`src/rtl/wb_commit_pkg.sv`:
```
// Shared types and constants for the writeback/commit stage.
package wb_commit_pkg;

    // Load/store access width as encoded by issue.
    typedef enum logic [1:0] {
        WORD = 2'd0,
        HALF = 2'd1,
        BYTE = 2'd2
    } lsu_type_e;

    typedef enum logic [1:0] {
        IDLE     = 2'd0,
        WAIT_ALU = 2'd1,
        WAIT_LSU = 2'd2,
        COMMIT   = 2'd3
    } wb_state_e;

    localparam logic [4:0] RF_ZERO_ADDR = 5'd0;

    // Writeback descriptor captured from issue at transfer time.
    typedef struct packed {
        logic       rf_w;
        logic [4:0] waddr;
        logic       soursel;
        logic       data_we;
        lsu_type_e  lsu_type;
        logic       lsu_sign;
        logic [1:0] lsu_offset;
    } wb_desc_t;

    // x0 writes, stores and errored completions never touch the register file.
    function automatic logic rf_write_allowed(input wb_desc_t d, input logic err);
        return d.rf_w && (d.waddr != RF_ZERO_ADDR) && !err && !(d.soursel && d.data_we);
    endfunction

endpackage

```
`src/rtl/wb_load_align.sv`:
```
// Extracts and extends the addressed half/byte lane of a word-aligned load
// response, and flags accesses that do not sit on their natural boundary.
module wb_load_align
    import wb_commit_pkg::*;
(
    input  logic [31:0] rdata,
    input  lsu_type_e   lsu_type,
    input  logic        sign,
    input  logic [1:0]  offset,
    output logic [31:0] wdata,
    output logic        misaligned
);

    logic [15:0] half_v;
    logic [7:0]  byte_v;

    // Lane select, then zero/sign extension by access width.
    always_comb begin
        half_v     = offset[1] ? rdata[31:16] : rdata[15:0];
        case (offset)
            2'd0:    byte_v = rdata[7:0];
            2'd1:    byte_v = rdata[15:8];
            2'd2:    byte_v = rdata[23:16];
            default: byte_v = rdata[31:24];
        endcase
        wdata      = rdata;
        misaligned = 1'b0;
        case (lsu_type)
            HALF: begin
                wdata      = {{16{sign & half_v[15]}}, half_v};
                misaligned = offset[0];
            end
            BYTE: wdata = {{24{sign & byte_v[7]}}, byte_v};
            // WORD (and the unused encoding) pass the word through.
            default: misaligned = (offset != 2'd0);
        endcase
    end

endmodule

```
`src/rtl/wb_commit.sv`:
```
// Writeback/commit stage: accepts one descriptor from issue, waits for the
// ALU result or LSU response (with a response timeout), then performs a
// single-cycle register-file write and completion ack.
module wb_commit
    import wb_commit_pkg::*;
#(
    parameter int TIMEOUT_CYCLES = 255
) (
    input  logic        clk_i,
    input  logic        rst_i,
    input  logic        req_i,
    output logic        ready_o,
    input  logic        req_rf_w_i,
    input  logic [4:0]  rf_waddr_i,
    input  logic        rf_soursel_i,
    input  logic        data_we_i,
    input  logic [1:0]  lsu_type_i,
    input  logic        lsu_sign_i,
    input  logic [1:0]  lsu_offset_i,
    input  logic        alu_valid_i,
    input  logic [31:0] alu_result_i,
    input  logic        data_rvalid_i,
    input  logic [31:0] data_rdata_i,
    input  logic        data_err_i,
    output logic        rf_we_o,
    output logic [4:0]  rf_waddr_o,
    output logic [31:0] rf_wdata_o,
    output logic        ack_o,
    output logic        err_o
);

    localparam logic [15:0] TIMEOUT_LIMIT = 16'(TIMEOUT_CYCLES);

    wb_state_e   state;
    wb_desc_t    desc;
    wb_desc_t    req_desc;
    logic [15:0] to_cnt;
    logic [15:0] cnt_inc;
    logic [31:0] ld_data;
    logic        ld_misaligned;
    logic        done;
    logic        res_err;
    logic [31:0] res;

    assign ready_o = (state == IDLE);
    assign cnt_inc = to_cnt + 16'd1;

    // Formats load data against the captured descriptor, not the live inputs.
    wb_load_align u_align (
        .rdata      (data_rdata_i),
        .lsu_type   (desc.lsu_type),
        .sign       (desc.lsu_sign),
        .offset     (desc.lsu_offset),
        .wdata      (ld_data),
        .misaligned (ld_misaligned)
    );

    // Pack the incoming descriptor fields.
    always_comb begin
        req_desc            = '0;
        req_desc.rf_w       = req_rf_w_i;
        req_desc.waddr      = rf_waddr_i;
        req_desc.soursel    = rf_soursel_i;
        req_desc.data_we    = data_we_i;
        req_desc.lsu_type   = lsu_type_e'(lsu_type_i);
        req_desc.lsu_sign   = lsu_sign_i;
        req_desc.lsu_offset = lsu_offset_i;
    end

    // Completion decision for the wait states; rvalid takes priority over timeout.
    always_comb begin
        done    = 1'b0;
        res_err = 1'b0;
        res     = '0;
        case (state)
            WAIT_ALU: if (alu_valid_i) begin
                done = 1'b1;
                res  = alu_result_i;
            end
            WAIT_LSU: begin
                if (data_rvalid_i) begin
                    done    = 1'b1;
                    res     = ld_data;
                    // Alignment only matters for loads: stores return no data.
                    res_err = data_err_i | (ld_misaligned & ~desc.data_we);
                end else if (cnt_inc == TIMEOUT_LIMIT) begin
                    done    = 1'b1;
                    res_err = 1'b1;
                end
            end
            default: ;
        endcase
    end

    // FSM with registered commit outputs; write address/data hold until the next commit.
    always_ff @(posedge clk_i) begin
        if (rst_i) begin
            state      <= IDLE;
            desc       <= '0;
            to_cnt     <= '0;
            rf_we_o    <= 1'b0;
            rf_waddr_o <= '0;
            rf_wdata_o <= '0;
            ack_o      <= 1'b0;
            err_o      <= 1'b0;
        end else begin
            rf_we_o <= 1'b0;
            ack_o   <= 1'b0;
            err_o   <= 1'b0;
            case (state)
                IDLE: if (req_i) begin
                    desc  <= req_desc;
                    state <= req_desc.soursel ? WAIT_LSU : WAIT_ALU;
                end
                WAIT_ALU, WAIT_LSU: begin
                    to_cnt <= (state == WAIT_LSU && !done) ? cnt_inc : '0;
                    if (done) begin
                        state      <= COMMIT;
                        ack_o      <= 1'b1;
                        err_o      <= res_err;
                        rf_we_o    <= rf_write_allowed(desc, res_err);
                        rf_waddr_o <= desc.waddr;
                        rf_wdata_o <= res;
                    end
                end
                default: state <= IDLE;
            endcase
        end
    end

endmodule

```
`config.mk`:
```
export PLATFORM = sky130hd
export DESIGN_NAME = wb_commit
export DESIGN_NICKNAME = d
export VERILOG_FILES = /design/src/rtl/wb_commit_pkg.sv /design/src/rtl/wb_load_align.sv /design/src/rtl/wb_commit.sv
export SDC_FILE = /design/constraint.sdc
export NUM_CORES = 1
export LEC_CHECK = 0
export CAP_MARGIN = 5
export CORE_MARGIN = 8
export CORE_UTILIZATION = 48
export CTS_BUF_LIST = sky130_fd_sc_hd__clkbuf_16
export DETAILED_ROUTE_END_ITERATION = 6
export GPL_TIMING_DRIVEN = 0
export PLACE_DENSITY = 0.87
export SLEW_MARGIN = 20
export SYNTH_ARGS = -nofsm -noshare
export SYNTH_HDL_FRONTEND = slang
export SYNTH_SLANG_ARGS = --single-unit
```
`constraint.sdc`:
```
create_clock -name clk_i -period 3.1 [get_ports clk_i]
set_input_delay 0.62 -clock clk_i [delete_from_list [all_inputs] [get_ports clk_i]]
set_output_delay 0.62 -clock clk_i [all_outputs]
set_load 0.01 [all_outputs]
```
### Word level (Yosys, flattened, before mapping)

Cells that the tools add are included.
W data, S select, Z words.

| word-level totals | value |
|---|---|
| word-level logic and storage cells | 68 |
| memories kept | 0 |
| bits in read-only memories | 0 |
| memory bits (writable) | 0 |
| bits of input ports | 83 |
| output and inout port bits | 41 |
| register bits after elaboration | 71 |
| latch bits | 0 |

| operators by class | value |
|---|---|
| shifts and indexed selects | 0 |
| mux-type cells | 19 |
| bitwise gates (word level) | 7 |
| add/sub/neg operators | 1 |
| multiply operators | 0 |
| div/mod/pow operators | 0 |
| equality and inequality tests | 9 |
| reductions and logical operators | 18 |
| order comparisons | 0 |

Operator list:

| operator | count |
|---|---|
| $pmux W32 S2 | 2 |
| $mux W32 | 2 |
| $mux W16 | 2 |
| $pmux W8 S3 | 1 |
| $add A16 B1 Y16 const B | 1 |
| $eq A16 B8 Y1 const B | 1 |
| $eq A2 B1 Y1 const B | 3 |
| $eq A2 B2 Y1 const B | 3 |
| $mux W1 | 6 |
| $mux W2 | 3 |
| $reduce_and A2 Y1 | 3 |
| $logic_and A1 B1 Y1 | 5 |
| $reduce_bool A5 Y1 | 1 |
| $logic_not A2 Y1 | 2 |
| $ne A2 B2 Y1 const B | 2 |
| $pmux W1 S2 | 2 |
| $pmux W2 S2 | 1 |
| $reduce_or A2 Y1 | 2 |
| $and A1 B1 Y1 | 3 |
| $logic_not A1 Y1 | 3 |
| $not A1 Y1 | 3 |
| $reduce_or A3 Y1 | 1 |
| $reduce_bool A2 Y1 | 1 |
| $or A1 B1 Y1 | 1 |

### Depth between registers and ports, before layout

| logic depth | value |
|---|---|
| depth after elaboration | 9 |
| gate-level depth with buffers | 10 |
| mapped depth without buffers | 8 |

### By module

Synthesis repeated with hierarchy kept, for this count alone.

| second synthesis, totals | value |
|---|---|
| cells, all modules | 560 |
| area total of the unflattened synthesis | 4,679.5 µm² |

By module, submodules not included:

| module | cells an instance | area each (µm²) | instances |
|---|---|---|---|
| wb_commit | 444 | 3,918.8 | 1 |
| wb_load_align | 116 | 760.7 | 1 |

### Worst setup path after synthesis

No wires, ideal clock.

| timing path | value |
|---|---|
| path type | register to register |
| start | register to_cnt[0] |
| end | register state[1] |
| path slack | 0.593 ns |
| setup time | 0.121 ns |
| arrival | 2.387 ns |
| period minus slack after synthesis | 2.507 ns |
| stages on the path, launching flop included | 8 |
| cells stage by stage | dfxtp_1 > ha_1 > nand3_1 > nor3_1 > a31oi_1 > nor4_4 > o32a_1 > mux2_2 |

| between the ends | value |
|---|---|
| cells in the longest elaborated chain, start to end | 7 |

Ends and longest elaborated chain:

| item | line | source |
|---|---|---|
| from (decl) | wb_commit.sv:37 | `logic [15:0] to_cnt;` |
| from (signal assigned) | wb_commit.sv:116 | `to_cnt <= (state == WAIT_LSU && !done) ? cnt_inc : '0;` |
| $add A16 B1 Y16 | wb_commit.sv:46 | `assign cnt_inc = to_cnt + 16'd1;` |
| $eq A16 B8 Y1 | wb_commit.sv:86 | `end else if (cnt_inc == TIMEOUT_LIMIT) begin` |
| $mux W1 | wb_commit.sv:86 |  |
| $mux W1 | wb_commit.sv:81 | `if (data_rvalid_i) begin` |
| $pmux W1 S2 | wb_commit.sv:75 | `case (state)` |
| $ne A2 B2 Y1 (no source line) | - |  |
| $reduce_and A2 Y1 (no source line) | - |  |
| to (signal assigned) | wb_commit.sv:113 | `state <= req_desc.soursel ? WAIT_LSU : WAIT_ALU;` |
| to (decl) | wb_commit.sv:34 | `wb_state_e state;` |

No other way between the ends.
A chain may end at the register's enable or synchronous reset.

### Final worst setup path

| timing path | value |
|---|---|
| start | register to_cnt[0] |
| end | register rf_wdata_o[29] |

| between the ends | value |
|---|---|
| cells in the longest elaborated chain, start to end | 6 |

Ends and longest elaborated chain:

| item | line | source |
|---|---|---|
| $add A16 B1 Y16 | wb_commit.sv:46 |  |
| $eq A16 B8 Y1 | wb_commit.sv:86 |  |
| $mux W1 | wb_commit.sv:86 |  |
| $mux W1 | wb_commit.sv:81 |  |
| $pmux W1 S2 | wb_commit.sv:75 |  |
| $reduce_and A2 Y1 (no source line) | - |  |
| to (signal assigned) | wb_commit.sv:123 | `rf_wdata_o <= res;` |
| to (decl) | wb_commit.sv:27 | `output logic [31:0] rf_wdata_o,` |

No other way between the ends.

==> qor.yml <==
postLayoutCellArea_sq_mm: 0.00594
r2r_slack_ns: 0.17
power_leakage_nw: 2.01
ys_seq_area_share_pct: 33.7
via_per_inst: 6.34
syn_area_per_cell_sq_um: 8.01
finalCritPeriodShare_pct: 94.6
path_cells: "ha_1 > nand3_2 > o31a_1 > o32a_1 > or4_1 > buf_2 > o21ai_4 > buf_6 > a311oi_1"
arrival_ns: 3.12
final_net_count: 753
rsz0062_at_grt: "false"
grt_pass1_vias: 4586
clkSlewWorstSetupHoldPaths_ns: 0.06
setup_tns_ns: 0
yosys_warnings: 0
slew_viol_final: 0
ir_worst_vdd_v: 0.000465
cts.sinks: 71
hold_path.class: "reg2reg"
finalSetupViolCount: 0
fp.coreArea_sq_mm: 0.00864
tightest_slew_ns: 0.993
cpPeakStageDelay_ns: 0.48
drive_gt1_share_pct: 7.35
fin_skew_ns: 0.00562
maxCapViolations: 0
drc: 0
wl_per_cell_microns: 20.1
fmax_mhz: 341
relSlewSlack_pct: 33.8
grt_pass1_wl_microns: 23300
min_period_ns: 2.93
hp-start: "desc[6]"
antenna_found_initial: 0
hold_viol: 0
die_h_microns: 110
min_path_cells: 2
clock_path_buffers: 2
drt_iter0_markers: 510
routed_wl_microns: 15500
grt_max_degree: 13
instances_no_fill: 775
overflow: 0
synth_edf_count: 0
worstReg2RegEnd: "rf_wdata_o[29]"
dieArea_sq_mm: 0.0120
ant_nets: 0
holdPathEnd: "desc[6]"
h-tree-depth: 3
syn2layout_area_growth_pct: 41.1
cts_tree: "yes"
p_per_area_mw_per_mm2: 632
outcome: "completed"
required_ns: 3.29
dp_cells: 756
syn_nets: 617
ys_dominant_reg_cell: "dfxtp_1"
pin_count: 124
grt_use_total_pct: 24.4
final_cell_mix: "clkdlybuf4s50_1, nand2_1, dfxtp_1, a21oi_1, clkbuf_1"
crit_path_top_delay_cell: "dfxtp_1"
postSynth.asyncResetShare_pct: 0
layout_commonest_cell: "clkdlybuf4s50_1"
start_kind: "register"
io_buffers: 122
synth-seq-cells: 71
path_buf_inv: 2
place_area_sq_mm: 0.00557
start_util_pct: 48.8
cpLargestDelayFamily: "compound AO/OA/AOI/OAI gates"
cp-end-kind: "register"
numCtsBuffers: 9
crit_type: "reg2reg"
vias: 4917
cp_max_fo: 10
synthDistinctLibCells: 60
r2r_cells: 9
cts_root_buf: "clkbuf_16"
postSynthCellCount: 526
holdBufCountCts: 0
syn_area_sq_mm: 0.00421
die_w_microns: 110
antennaDiodeCount: 0
gp_congestion: 0.938
finish.utilization_pct: 68.8
hpwl_microns: 11400
firstDrtPassIters: 5
placementRows: 34
worst_r2r_startpoint: "to_cnt[0]"
clk_latency_ns: 0.33
-- flip-flops by register name (all words and copies together), names as in the netlist --
register    cells
rf_wdata_o     32
rf_waddr_o      5
to_cnt         16
err_o           1
rf_we_o         1
ack_o           1
desc           13
state           2
-- kinds of logic after synthesis --
family | synth area share [%]
mux | 3.62
fa+ha+maj | 2.38
compound gates | 33.0
xor+xnor | 0.832
buf+inv | 7.81
flops | 33.7
simple gates | 18.6
-- cell usage after synthesis, drive strengths merged, types with 2 or more instances --
master / number / area (sq um)
a221oi: 8 / 70.1
a221o: 9 / 90.1
a31oi: 6 / 37.5
nand4: 2 / 18.8
o31a: 2 / 17.5
nor4b: 4 / 35.0
nor3b: 2 / 15.0
o21ai: 19 / 106
dfxtp: 71 / 1420
mux2: 8 / 90.1
nand3: 5 / 25.0
or3: 3 / 18.8
mux2i: 4 / 40.0
ha: 8 / 100
o22ai: 7 / 43.8
nand2b: 3 / 18.8
a22oi: 18 / 135
nor2: 16 / 60.1
a21oi: 52 / 264
o211ai: 11 / 82.6
and2: 6 / 37.5
a311oi: 16 / 140
clkbuf: 37 / 141
o41ai: 2 / 17.5
o32a: 3 / 30.0
and3: 2 / 12.5
a211oi: 34 / 255
nor3: 7 / 35.0
nor2b: 16 / 100
buf: 12 / 82.6
nand3b: 2 / 15.0
nor4: 5 / 52.6
inv: 27 / 101
or4: 4 / 30.0
or2: 3 / 18.8
xor2: 3 / 26.3
a22o: 4 / 35.0
nand2: 73 / 274
-- metrics by stage --
stage	total power [mW]	setup slack (ns)	hold slack, ns
after floorplan	1.98	0.593	0.436
after global placement	2.47	0.0208	0.442
after global routing	3.89	0.000260	0.469
final	3.76	0.167	0.454
after CTS	3.71	0.0739	0.457
after detailed placement	2.52	-0.0503	0.450
-- worst register-to-register path, stage by stage (launching register included) --
cell and delay (ns):
dfxtp_1 0.48, ha_1 0.31, nand3_2 0.21, o31a_1 0.29, o32a_1 0.22, or4_1 0.47
buf_2 0.19, o21ai_4 0.32, buf_6 0.20, a311oi_1 0.09
-- layout make-up --
| type | count | area [sq um] |
|---|---|---|
| Clock inverter | 7 | 111 |
| Timing Repair Buffer | 125 | 1240 |
| Tap cell | 108 | 135 |
| Fill cell | 692 | 2690 |
| Inverter | 28 | 105 |
| Multi-Input combinational cell | 378 | 2480 |
| Buffer | 49 | 224 |
| Clock buffer | 9 | 225 |
| Sequential cell | 71 | 1420 |
-- timing repair --
item	CTS	global route
pin swaps	1	0
endpoints found under the setup margin	3	35
gates cloned	0	0
buffers inserted	3	0
resized for setup	0	3
-- report_power, final --
group	leakage, nW	switching, mW	internal [mW]
combinational	1.27	0.898	0.582
sequential	0.575	0.0686	1.02
clock	0.163	0.408	0.781
total	2.01	1.37	2.38
-- worst max path at each step --
stage	start	endpoint	slack, ns	cells after the start
3_3_place_gp	to_cnt[0]	to_cnt[13]	0.02	7
2_1_floorplan	to_cnt[0]	state[1]	0.59	7
4_1_cts	to_cnt[0]	rf_wdata_o[29]	0.07	9
6_report	to_cnt[0]	rf_wdata_o[29]	0.17	9
3_5_place_dp	to_cnt[0]	to_cnt[13]	-0.05	7
5_1_grt	to_cnt[0]	rf_wdata_o[29]	0.0003	9
-- routing by layer --
| layer | vias to the layer above | global-route usage, % | wire length (microns) |
|---|---|---|---|
| met1 | 2331 | 31.1 | 6220 |
| met5 | - | 0 | 0 |
| met4 | 0 | 10.4 | 551 |
| li1 | 2234 | - | - |
| met2 | 303 | 38.8 | 7220 |
| met3 | 49 | 5.45 | 1540 |
No activity file was read; power rests on OpenSTA's default activity.
